`src/rtl/stark_fpu_issue_sel.sv`:
```
// Issue selector for the FPU reservation station. It finds the oldest ready FPU op,
// counting circularly from the ROB head, and holds the offer until the station accepts it.
module stark_fpu_issue_sel #(
  parameter int unsigned ROB_ENTRIES = 16,
  parameter int unsigned WAITW       = 16
) (
  input  logic                           clk,
  input  logic                           rst,
  input  logic [$clog2(ROB_ENTRIES)-1:0] head,
  input  logic [ROB_ENTRIES-1:0]         rob_v,
  input  logic [ROB_ENTRIES-1:0]         rob_fpu,
  input  logic [ROB_ENTRIES-1:0]         rob_rdy,
  input  logic [ROB_ENTRIES-1:0]         rob_out,
  input  logic [ROB_ENTRIES-1:0]         stomp,
  input  logic                           flush,
  input  logic                           available,
  input  logic                           idle,
  output logic [$clog2(ROB_ENTRIES)-1:0] rndx,
  output logic                           rndxv,
  output logic                           issued_v,
  output logic [$clog2(ROB_ENTRIES)-1:0] issued_ndx,
  output logic [WAITW-1:0]               wait_cnt
);

  localparam int unsigned NDXW = $clog2(ROB_ENTRIES);

  typedef logic [NDXW-1:0] rob_ndx_t;
  typedef enum logic {IDLE, OFFER} state_e;

  state_e                 state_q, state_d;
  rob_ndx_t               rndx_q, rndx_d;
  logic                   issued_v_q, issued_v_d;
  rob_ndx_t               issued_ndx_q, issued_ndx_d;
  logic [ROB_ENTRIES-1:0] pend_q, pend_d;
  logic [WAITW-1:0]       wait_cnt_q, wait_cnt_d;

  logic [ROB_ENTRIES-1:0] cand;
  logic [ROB_ENTRIES-1:0] rndx_oh;
  logic [NDXW:0]          pick_all;
  logic [NDXW:0]          pick_b2b;
  logic                   offer_q;
  logic                   rndxv_c;
  logic                   accept;

  // Returns {found, index} for the first set mask bit at or after base, wrapping.
  function automatic logic [NDXW:0] pick_oldest(input logic [ROB_ENTRIES-1:0] mask,
                                                input rob_ndx_t base);
    logic [NDXW:0] res;
    rob_ndx_t      idx;
    res = '0;
    for (int k = int'(ROB_ENTRIES) - 1; k >= 0; k--) begin
      idx = base + NDXW'(k);
      if (mask[idx]) res = {1'b1, idx};
    end
    return res;
  endfunction

  assign cand     = rob_v & rob_fpu & rob_rdy & ~rob_out & ~pend_q & ~stomp;
  assign rndx_oh  = ROB_ENTRIES'(1) << rndx_q;
  assign pick_all = pick_oldest(cand, head);
  // The entry currently on offer cannot be its own back-to-back successor.
  assign pick_b2b = pick_oldest(cand & ~rndx_oh, head);

  // A cancelled or vanished entry is masked the same cycle, so it can never be accepted.
  assign offer_q = (state_q == OFFER);
  assign rndxv_c = offer_q & ~flush & ~stomp[rndx_q] & rob_v[rndx_q];
  assign accept  = rndxv_c & available & idle;

  always_comb begin
    state_d      = state_q;
    rndx_d       = rndx_q;
    issued_v_d   = 1'b0;
    issued_ndx_d = issued_ndx_q;
    wait_cnt_d   = wait_cnt_q;

    pend_d = pend_q & ~(rob_out | ~rob_v | stomp);
    if (accept) pend_d = pend_d | rndx_oh;
    if (flush) pend_d = '0;

    unique case (state_q)
      IDLE: begin
        if (pick_all[NDXW] && !flush) begin
          rndx_d  = pick_all[NDXW-1:0];
          state_d = OFFER;
        end
      end
      OFFER: begin
        if (accept) begin
          issued_v_d   = 1'b1;
          issued_ndx_d = rndx_q;
          if (pick_b2b[NDXW]) begin
            rndx_d = pick_b2b[NDXW-1:0];
          end else begin
            state_d = IDLE;
          end
        end else if (!rndxv_c) begin
          state_d = IDLE;
        end else if (wait_cnt_q != '1) begin
          wait_cnt_d = wait_cnt_q + WAITW'(1);
        end
      end
      default: state_d = IDLE;
    endcase
  end

  always_ff @(posedge clk) begin
    if (rst) begin
      state_q      <= IDLE;
      rndx_q       <= '0;
      issued_v_q   <= 1'b0;
      issued_ndx_q <= '0;
      pend_q       <= '0;
      wait_cnt_q   <= '0;
    end else begin
      state_q      <= state_d;
      rndx_q       <= rndx_d;
      issued_v_q   <= issued_v_d;
      issued_ndx_q <= issued_ndx_d;
      pend_q       <= pend_d;
      wait_cnt_q   <= wait_cnt_d;
    end
  end

  assign rndx       = rndx_q;
  assign rndxv      = rndxv_c;
  assign issued_v   = issued_v_q;
  assign issued_ndx = issued_ndx_q;
  assign wait_cnt   = wait_cnt_q;

endmodule

```
`config.mk`:
```
export PLATFORM = sky130hd
export DESIGN_NAME = stark_fpu_issue_sel
export DESIGN_NICKNAME = d
export VERILOG_FILES = /design/src/rtl/stark_fpu_issue_sel.sv
export SDC_FILE = /design/constraint.sdc
export NUM_CORES = 1
export LEC_CHECK = 0
export ABC_AREA = 0
export CELL_PAD_IN_SITES_DETAIL_PLACEMENT = 1
export CELL_PAD_IN_SITES_GLOBAL_PLACEMENT = 1
export CORE_ASPECT_RATIO = 1.5
export CORE_UTILIZATION = 44
export CTS_CLUSTER_DIAMETER = 100
export DETAILED_ROUTE_END_ITERATION = 8
export PLACE_DENSITY_LB_ADDON = 0.15
export SLEW_MARGIN = 20
export SYNTH_ARGS = -nofsm -noshare
export SYNTH_HDL_FRONTEND = slang
export SYNTH_SLANG_ARGS = --single-unit
```
`constraint.sdc`:
```
create_clock -name clk -period 10 [get_ports clk]
set_input_delay 2 -clock clk [delete_from_list [all_inputs] [get_ports clk]]
set_output_delay 2 -clock clk [all_outputs]
set_load 0.02 [all_outputs]
```
### Word level (Yosys, flattened, before mapping)

Index checks and enable logic that the tools add are counted.

| operators by class | value |
|---|---|
| add/subtract/negate cells | 16 |
| magnitude comparators | 17 |
| eq/ne operators | 4 |
| shifts and indexed selects | 1 |
| multiplexer cells | 111 |
| bitwise logic cells | 25 |
| reduce and logical (&&, ||, !) cells | 7 |

Operator list:

| kind | count |
|---|---|
| 5-bit two-way mux | 32 |
| 1-bit binary-select mux with 4-bit select | 34 |
| 16-bit bitwise AND | 7 |
| 16-bit inverter | 6 |
| 4-bit by 5-bit < comparator with 1-bit output (second input constant) | 17 |
| 16-bit OR | 3 |
| 1-bit two-way mux | 39 |
| 4-bit adder (second input constant) | 8 |
| 16-bit by 1-bit adder with 16-bit output (second input constant) | 1 |
| 4-bit by 3-bit adder with 4-bit output (second input constant) | 4 |
| 16-bit two-way mux | 1 |
| 16-bit != test (second input constant) | 1 |
| 1-bit by 4-bit left shift with 16-bit output (first input constant) | 1 |
| 4-bit two-way mux | 3 |
| 4-bit by 2-bit adder with 4-bit output (second input constant) | 2 |
| 4-bit one-hot mux with 2 select lines | 1 |
| 1-bit bitwise AND | 5 |
| 4-bit by 1-bit adder with 4-bit output (second input constant) | 1 |
| 2-bit by 1-bit != test with 1-bit output (second input constant) | 2 |
| 1-bit inverter | 4 |
| 4-bit AND reduction | 1 |
| 2-bit OR reduction | 2 |
| 3-bit AND reduction | 1 |
| 2-bit != test (second input constant) | 1 |
| other kinds (4) | 4 |

| storage, ports and cells | value |
|---|---|
| bits in registers | 42 |
| output and inout bits | 26 |

### Logic depth before layout (Yosys ltp)

Gate-level depths: netlist of run 1.

| logic depth | value |
|---|---|
| depth after elaboration | 27 |
| depth in mapped cells | 19 |
| mapped depth without buffers | 13 |

### Worst setup path after synthesis of run 1

No wires, ideal clock.

| timing path | value |
|---|---|
| kind | input to register |
| start | input port head[1] |
| end | register rndx_q[2] (netlist: rndx[2]) |
| library setup time | 0.116 ns |
| data arrival time | 5.663 ns |
| setup slack | 4.220 ns |
| cell stages on the path | 14 |
| path buffers | 4 |
| cells stage by stage | buf_2 > inv_2 > buf_2 > buf_1 > ha_1 > clkbuf_2 > xor2_2 > mux4_2 > a211oi_4 > o2111ai_1 > a311oi_1 > o31ai_1 > a211o_1 > a41o_1 |

| on the way | value |
|---|---|
| word-level cells in the longest chain between the ends | 22 |

RTL lines:

| item | RTL line | source |
|---|---|---|
| from (decl) | 9 | `input logic [$clog2(ROB_ENTRIES)-1:0] head,` |
| 4-bit adder | 52 | `idx = base + NDXW'(k);` |
| 1-bit binary-select mux with 4-bit select | 53 | `if (mask[idx]) res = {1'b1, idx};` |
| 1-bit two-way mux (implied by the code) | 53 |  |
| 5-bit two-way mux (16 in a row) | 53 |  |
| 4-bit two-way mux or 1-bit logical AND (tied branches) | 91, 82 |  |
| 4-bit two-way mux or 2-bit != test (tied branches) | - |  |
| 4-bit one-hot mux with 2 select lines or 3-bit AND reduction (tied branches) | - |  |
| to (signal assigned) | 116 | `rndx_q <= rndx_d;` |
| to (decl) | 31 | `rob_ndx_t rndx_q, rndx_d;` |

Several ways; a longest one is shown, not always the timed one. The select of a mux whose other input is x is not followed.
A chain may end at the register's enable or synchronous reset.

### Worst setup path after layout of run 1

| timing path | value |
|---|---|
| start | input port head[2] |
| end | register rndx_q[2] (netlist: rndx[2]) |

The elaborated chain is that of the path after synthesis.

==> flow_metrics.env, run 1 <==
export IMPL_fillers=2056
export IMPL_dp_slack_ns=2.91
export IMPL_crit_arrival_ns=7.10
export IMPL_grt_use_total_pct=41.5
export IMPL_crit_fanout=30
export IMPL_drt_iter0_markers=665
export IMPL_rr_worst_depth=10
export IMPL_cts_hold_buf=0
export IMPL_ys_warnings_count=0
export IMPL_ant_nets=0
export IMPL_fin_area_um2=8690
export IMPL_synthArstFlopShare_pct=0
export IMPL_start_kind="primary input"
export IMPL_clkLatencyLatePin_ns=0.30
export IMPL_drive_gt1_share_pct=10.0
export IMPL_cp_end_kind="flop"
export IMPL_multi_input_comb_area_um2=6050
export IMPL_seq_area_frac_synth_pct=11.5
export IMPL_fin_ws_ns=3.10
export IMPL_seqCellArea_um2=841
export IMPL_p_leak_nw=3.03
export IMPL_antenna_cells=0
export IMPL_hpwlAfterDp_um=27600
export IMPL_period_needed_ns=6.90
export IMPL_hold_end="issued_ndx[2]$_SDFFE_PP0P_"
export IMPL_place_congestion=1.05
export IMPL_fin_skew_ns=0.00906
export IMPL_avgRoutedWirePerCell_um=27.7
export IMPL_syn_inst=995
export IMPL_cts_root_buf="clkbuf_16"
export IMPL_die_h_um=160
export IMPL_tns_ns=0
export IMPL_period_share_pct=69.0
export IMPL_holdWs_ns=0.497
export IMPL_synthesis_area_um2=7300
export IMPL_postCtsSetupRepairBufs=0
export IMPL_rows=57
export IMPL_p_per_area_nw_per_um2=91.3
export IMPL_cts_tree="built"
export IMPL_dpl_cell_area_um2=8540
export IMPL_start_util_pct=45.1
export IMPL_setup_viol=0
export IMPL_synthFlopType="dfxtp_1"
export IMPL_final_core_util_pct=53.7
export IMPL_finalPower_mw=0.793
export IMPL_r2r_start="rndx[2]$_SDFFE_PP0P_"
export IMPL_max_freq_mhz=145
export IMPL_final_max_slew_viol_count=0
export IMPL_grt_max_degree=45
export IMPL_hp_class="reg -> reg"
export IMPL_grt_pass1_wl_um=53700
export IMPL_fin_cells=1282
export IMPL_synth_edf_count=0
export IMPL_h_tree_depth=2
export IMPL_cts_resized=0
export IMPL_min_path_cells=2
export IMPL_grt_pass1_vias=9174
export IMPL_synth_nets=1092
export IMPL_synthToLayoutAreaGrowth_pct=19.2
export IMPL_relSlewSlack_pct=23.8
export IMPL_synth_seq_cells=42
export IMPL_grt_ovfl_total=0
export IMPL_synth_common_cells="nor2_1, nand2_1, a21oi_1"
export IMPL_cts_sinks=42
export IMPL_path_class="in -> reg"
export IMPL_die_x_um=107
export IMPL_hold_violations=0
export IMPL_required_ns=10.20
export IMPL_dr_pass1_iters=5
export IMPL_io_pins=115
export IMPL_via_per_inst=7.13
export IMPL_yosys_cell_count_top_type="nor2_1"
export IMPL_reg2reg_to="rndx[2]$_SDFFE_PP0P_"
export IMPL_place_inst=1274
export IMPL_synth_cell_type_count=94
export IMPL_syn_avg_cell_area_um2=7.33
export IMPL_grt_setup_unrepaired="no"
export IMPL_synth_top_area_cell="dfxtp_1"
export IMPL_synth_area_leaders="dfxtp_1, mux4_2, nor2_1"
export IMPL_portBuffers=114
export IMPL_routed_wl_um=35500
export IMPL_min_from="issued_ndx[2]$_SDFFE_PP0P_"
export IMPL_yosysTopAreaCellShare_pct=11.5
export IMPL_ir_worst_vdd_v=0.000101
export IMPL_cts_clk_slew_worst_paths_ns=0.08
export IMPL_status="finished, final reports clean"
export IMPL_core_area_um2=16200
export IMPL_reg2reg_setup_slack_ns=5.49
export IMPL_grt_antenna_before_repair=0
export IMPL_fin_nets=1172
export IMPL_maxCapViolCount=0
export IMPL_via_count=9137
export IMPL_route_detailed_drc=0
export IMPL_clock_path_buffers=2
export IMPL_numCtsBuffers=5
export IMPL_die_area_um2=17100
export IMPL_worst_slew_pin_slew_ns=1.13
==> cell families (layout without fill, tap and decap cells) <==
logic type | Yosys count | in the layout | share of synthesized area, %
simple gates | 450 | 450 | 32.7
compound gates | 293 | 293 | 29.0
buf+inv | 94 | 175 | 5.63
mux | 80 | 80 | 15.7
flops | 42 | 42 | 11.5
xor+xnor | 28 | 28 | 4.03
fa+ha+maj | 8 | 8 | 1.37
==> report_power, final <==
part           total [mW]  switching, mW  internal, mW
sequential          0.183         0.0117         0.171
clock               0.175         0.0810        0.0942
combinational       0.436          0.275         0.161
==> placed cells by master, fill, tap and decap left out, types with 8 or more instances in the layout <==
master,count
ha_1,8
nor2b_1,9
a211oi_1,8
nand3_1,41
nor3_1,39
xnor2_1,15
mux4_2,26
clkdlybuf4s50_1,112
buf_4,17
o22ai_1,12
a31oi_1,32
a22oi_1,22
a21oi_1,46
nor3b_1,18
mux2_2,15
nor2_1,112
mux2i_1,38
nor4_1,14
nand4_1,9
or4_1,11
a32oi_1,10
and2_1,17
a22o_1,9
dfxtp_1,42
o21ai_0,35
or3_1,16
inv_1,31
and3_1,11
nand2_1,98
==> critical path, stage by stage <==
cell	delay, ns
clkdlybuf4s50_1	0.46
buf_4	0.39
clkinv_1	0.70
ha_1	0.53
a21boi_0	0.21
xnor2_1	0.59
mux4_2	0.44
a211oi_4	0.54
o2111ai_1	0.19
a311oi_1	0.31
o31ai_1	0.12
a211o_1	0.35
a41o_1	0.24
==> registers in the layout (all words and copies together) (netlist names) <==
signal and flops:
issued_ndx 4, issued_v 1, offer_q 1, pend_q 16, rndx 4, wait_cnt 16
==> worst max-delay path by stage <==
stage | startpoint | to | slack [ns] | cells past startpoint
after floorplan | head[1] | rndx[2]$_SDFFE_PP0P_ | 4.22 | 14
after global routing | head[2] | rndx[2]$_SDFFE_PP0P_ | 2.78 | 13
after detailed placement | head[2] | rndx[2]$_SDFFE_PP0P_ | 2.91 | 13
after global placement | head[2] | rndx[2]$_SDFFE_PP0P_ | 3.03 | 13
final | head[2] | rndx[2]$_SDFFE_PP0P_ | 3.10 | 13
after CTS | head[2] | rndx[2]$_SDFFE_PP0P_ | 3.22 | 13
==> cell type report <==
class | count | area share (%)
Timing Repair Buffer | 131 | 14.5
Clock buffer | 5 | 1.44
Clock inverter | 3 | 0.288
Multi-Input combinational cell | 859 | 69.6
Tap cell | 206 | 2.96
Inverter | 36 | 1.55
Sequential cell | 42 | 9.67
==> routing by layer <==
metal / wire (um) / track usage, % / vias to the layer above / share of wire [%]
li1: - / - / 4023 / -
met1: 12600 / 44.2 / 4504 / 35
met2: 17200 / 71.3 / 442 / 49
met3: 2510 / 7.67 / 168 / 7.1
met4: 3140 / 31.6 / 0 / 8.9
met5: 0 / 0 / - / 0
(Power assumes the default switching activity.)
==> inputs of run 2 (changes only) <==
--- a/config.mk
+++ b/config.mk
@@ -9,7 +9,7 @@
 export CELL_PAD_IN_SITES_DETAIL_PLACEMENT = 1
 export CELL_PAD_IN_SITES_GLOBAL_PLACEMENT = 1
 export CORE_ASPECT_RATIO = 1.5
-export CORE_UTILIZATION = 44
+export CORE_UTILIZATION = 41
 export CTS_CLUSTER_DIAMETER = 100
 export DETAILED_ROUTE_END_ITERATION = 8
 export PLACE_DENSITY_LB_ADDON = 0.15
==> constraint.sdc (replaced) <==
create_clock -name clk -period 6.8 [get_ports clk]
set_input_delay 1.36 -clock clk [delete_from_list [all_inputs] [get_ports clk]]
set_output_delay 1.36 -clock clk [all_outputs]
set_load 0.02 [all_outputs]
==> run 2 against run 1 <==
  * Non-clock buffer count increased by 9
  * Sequential share of layout area decreased by 0.11 points
  * Largest power group unchanged
  * Critical path type unchanged
  * Largest cell class unchanged
  * Worst setup slack got worse by 1.8 ns
  * Power increased by 54%
  * Cell area increased by 1.1%
  * Combinational power increased by 52%
  * Die area increased by 7.2%
  * Via count decreased by 0.48%
  * Cell count increased by 1.2%
==> flow_metrics.env, run 2 (synthesis gave the netlist of run 1 again) <==
export IMPL_r2r_start="rndx[3]$_SDFFE_PP0P_"
export IMPL_place_inst=1290
export IMPL_antenna_cells=0
export IMPL_routed_wl_um=36200
export IMPL_p_clk_share_pct=23.9
export IMPL_period_share_pct=80.8
export IMPL_period_needed_ns=5.49
export IMPL_p_int_mw=0.669
export IMPL_hold_violations=0
export IMPL_dp_slack_ns=1.12
export IMPL_crit_start="head[2]"
export IMPL_dpl_cell_area_um2=8610
export IMPL_cts_resized=0
export IMPL_p_leak_nw=3.08
export IMPL_core_area_um2=17300
export IMPL_grt_antenna_before_repair=0
export IMPL_worst_slew_pin_slew_ns=1.11
export IMPL_required_ns=6.97
export IMPL_tns_ns=0
export IMPL_drive_gt1_share_pct=10.8
export IMPL_grt_pass1_wl_um=54500
export IMPL_fin_nets=1181
export IMPL_switching_share_pct=45.3
export IMPL_die_x_um=111
export IMPL_die_area_um2=18300
export IMPL_route_detailed_drc=0
export IMPL_clock_path_buffers=2
export IMPL_start_util_pct=42.1
export IMPL_max_freq_mhz=182
export IMPL_fin_area_um2=8790
export IMPL_hp_class="reg -> reg"
export IMPL_drt_iter0_markers=650
export IMPL_portBuffers=114
export IMPL_crit_fanout=29
export IMPL_pwr_share_comb_pct=54.3
export IMPL_p_per_area_nw_per_um2=139
export IMPL_min_from="pend_q[11]$_SDFF_PP0_"
export IMPL_grt_use_total_pct=39.2
export IMPL_maxCapViolCount=0
export IMPL_cp_end_kind="flop"
export IMPL_cts_root_buf="clkbuf_16"
export IMPL_relSlewSlack_pct=25.7
export IMPL_path_class="in -> reg"
export IMPL_hpwlAfterDp_um=28600
export IMPL_final_max_slew_viol_count=0
export IMPL_grt_ovfl_total=0
export IMPL_place_congestion=1.05
export IMPL_postCtsSetupRepairBufs=0
export IMPL_synthToLayoutAreaGrowth_pct=20.5
export IMPL_avgRoutedWirePerCell_um=27.9
export IMPL_cts_sinks=42
export IMPL_dr_pass1_iters=7
export IMPL_start_kind="primary input"
export IMPL_io_pins=115
export IMPL_rows=59
export IMPL_fin_ws_ns=1.31
export IMPL_grt_max_degree=42
export IMPL_crit_arrival_ns=5.66
export IMPL_via_per_inst=7.01
export IMPL_final_cell_mix="nor2_1, clkdlybuf4s50_1, nand2_1"
export IMPL_numCtsBuffers=5
export IMPL_cts_clk_slew_worst_paths_ns=0.07
export IMPL_die_h_um=165
export IMPL_h_tree_depth=2
export IMPL_power_switching_mw=0.554
export IMPL_seqPwrFrac_pct=21.8
export IMPL_status="finished, final reports clean"
export IMPL_ant_nets=0
export IMPL_fin_skew_ns=0.00372
export IMPL_via_count=9093
export IMPL_ir_worst_vdd_v=0.000134
export IMPL_setup_viol=0
export IMPL_fin_cells=1298
export IMPL_clkLatencyLatePin_ns=0.30
export IMPL_cts_hold_buf=0
export IMPL_cts_tree="built"
export IMPL_grt_pass1_vias=9223
export IMPL_grt_setup_unrepaired="no"
[run 2: area by class of cell]
cell class / instances / area, um^2
tap: 213 / 267
multi-input combinational: 859 / 6050
fill: 2198 / 8560
timing repair buffer: 140 / 1330
inverter: 36 / 135
sequential: 42 / 841
clock buffer: 5 / 125
clock inverter: 3 / 48.8
[run 2: metrics by stage]
step	utilization, %	power [mW]	hold WS [ns]
5_1_grt	50.7	1.27	0.536
3_5_place_dp	49.7	0.912	0.477
2_1_floorplan	-	0.665	0.446
4_1_cts	50.7	1.20	0.497
3_3_place_gp	49.7	0.905	0.464
6_report	50.7	1.22	0.489
[run 2: critical path: stages]
cell             delay (ns)
clkdlybuf4s50_1        0.49
buf_4                  0.40
xor2_2                 0.70
nand2_1                0.26
nor3_1                 0.25
nor4_1                 0.12
mux2i_1                0.77
o2111ai_1              0.26
a211o_1                0.31
a31oi_1                0.17
nor2_1                 0.07
a2111oi_2              0.32
o32ai_1                0.15
[run 2: per-layer routing]
layer,global-route usage (%),vias up,part of all wire (%)
li1,-,4034,-
met1,40.8,4436,36
met2,69.1,430,48
met3,6.28,193,6.0
met4,34.1,0,9.7
met5,0,-,0
[run 2: final timing paths]
check / slack, ns / depth (start not counted) / to
max: 1.31 / 13 / rndx[0]$_SDFFE_PP0P_
min: 0.49 / 2 / pend_q[11]$_SDFF_PP0_
max reg2reg: 2.37 / 10 / rndx[2]$_SDFFE_PP0P_
min reg2reg: 0.49 / 2 / pend_q[11]$_SDFF_PP0_
[run 2: power by group through the flow]
stage	combinational [mW]	clock (mW)	sequential, mW
3_3_place_gp	0.632	0	0.272
6_report	0.664	0.292	0.267
4_1_cts	0.642	0.295	0.267
3_5_place_dp	0.639	0	0.272
2_1_floorplan	0.398	0	0.267
5_1_grt	0.699	0.301	0.267
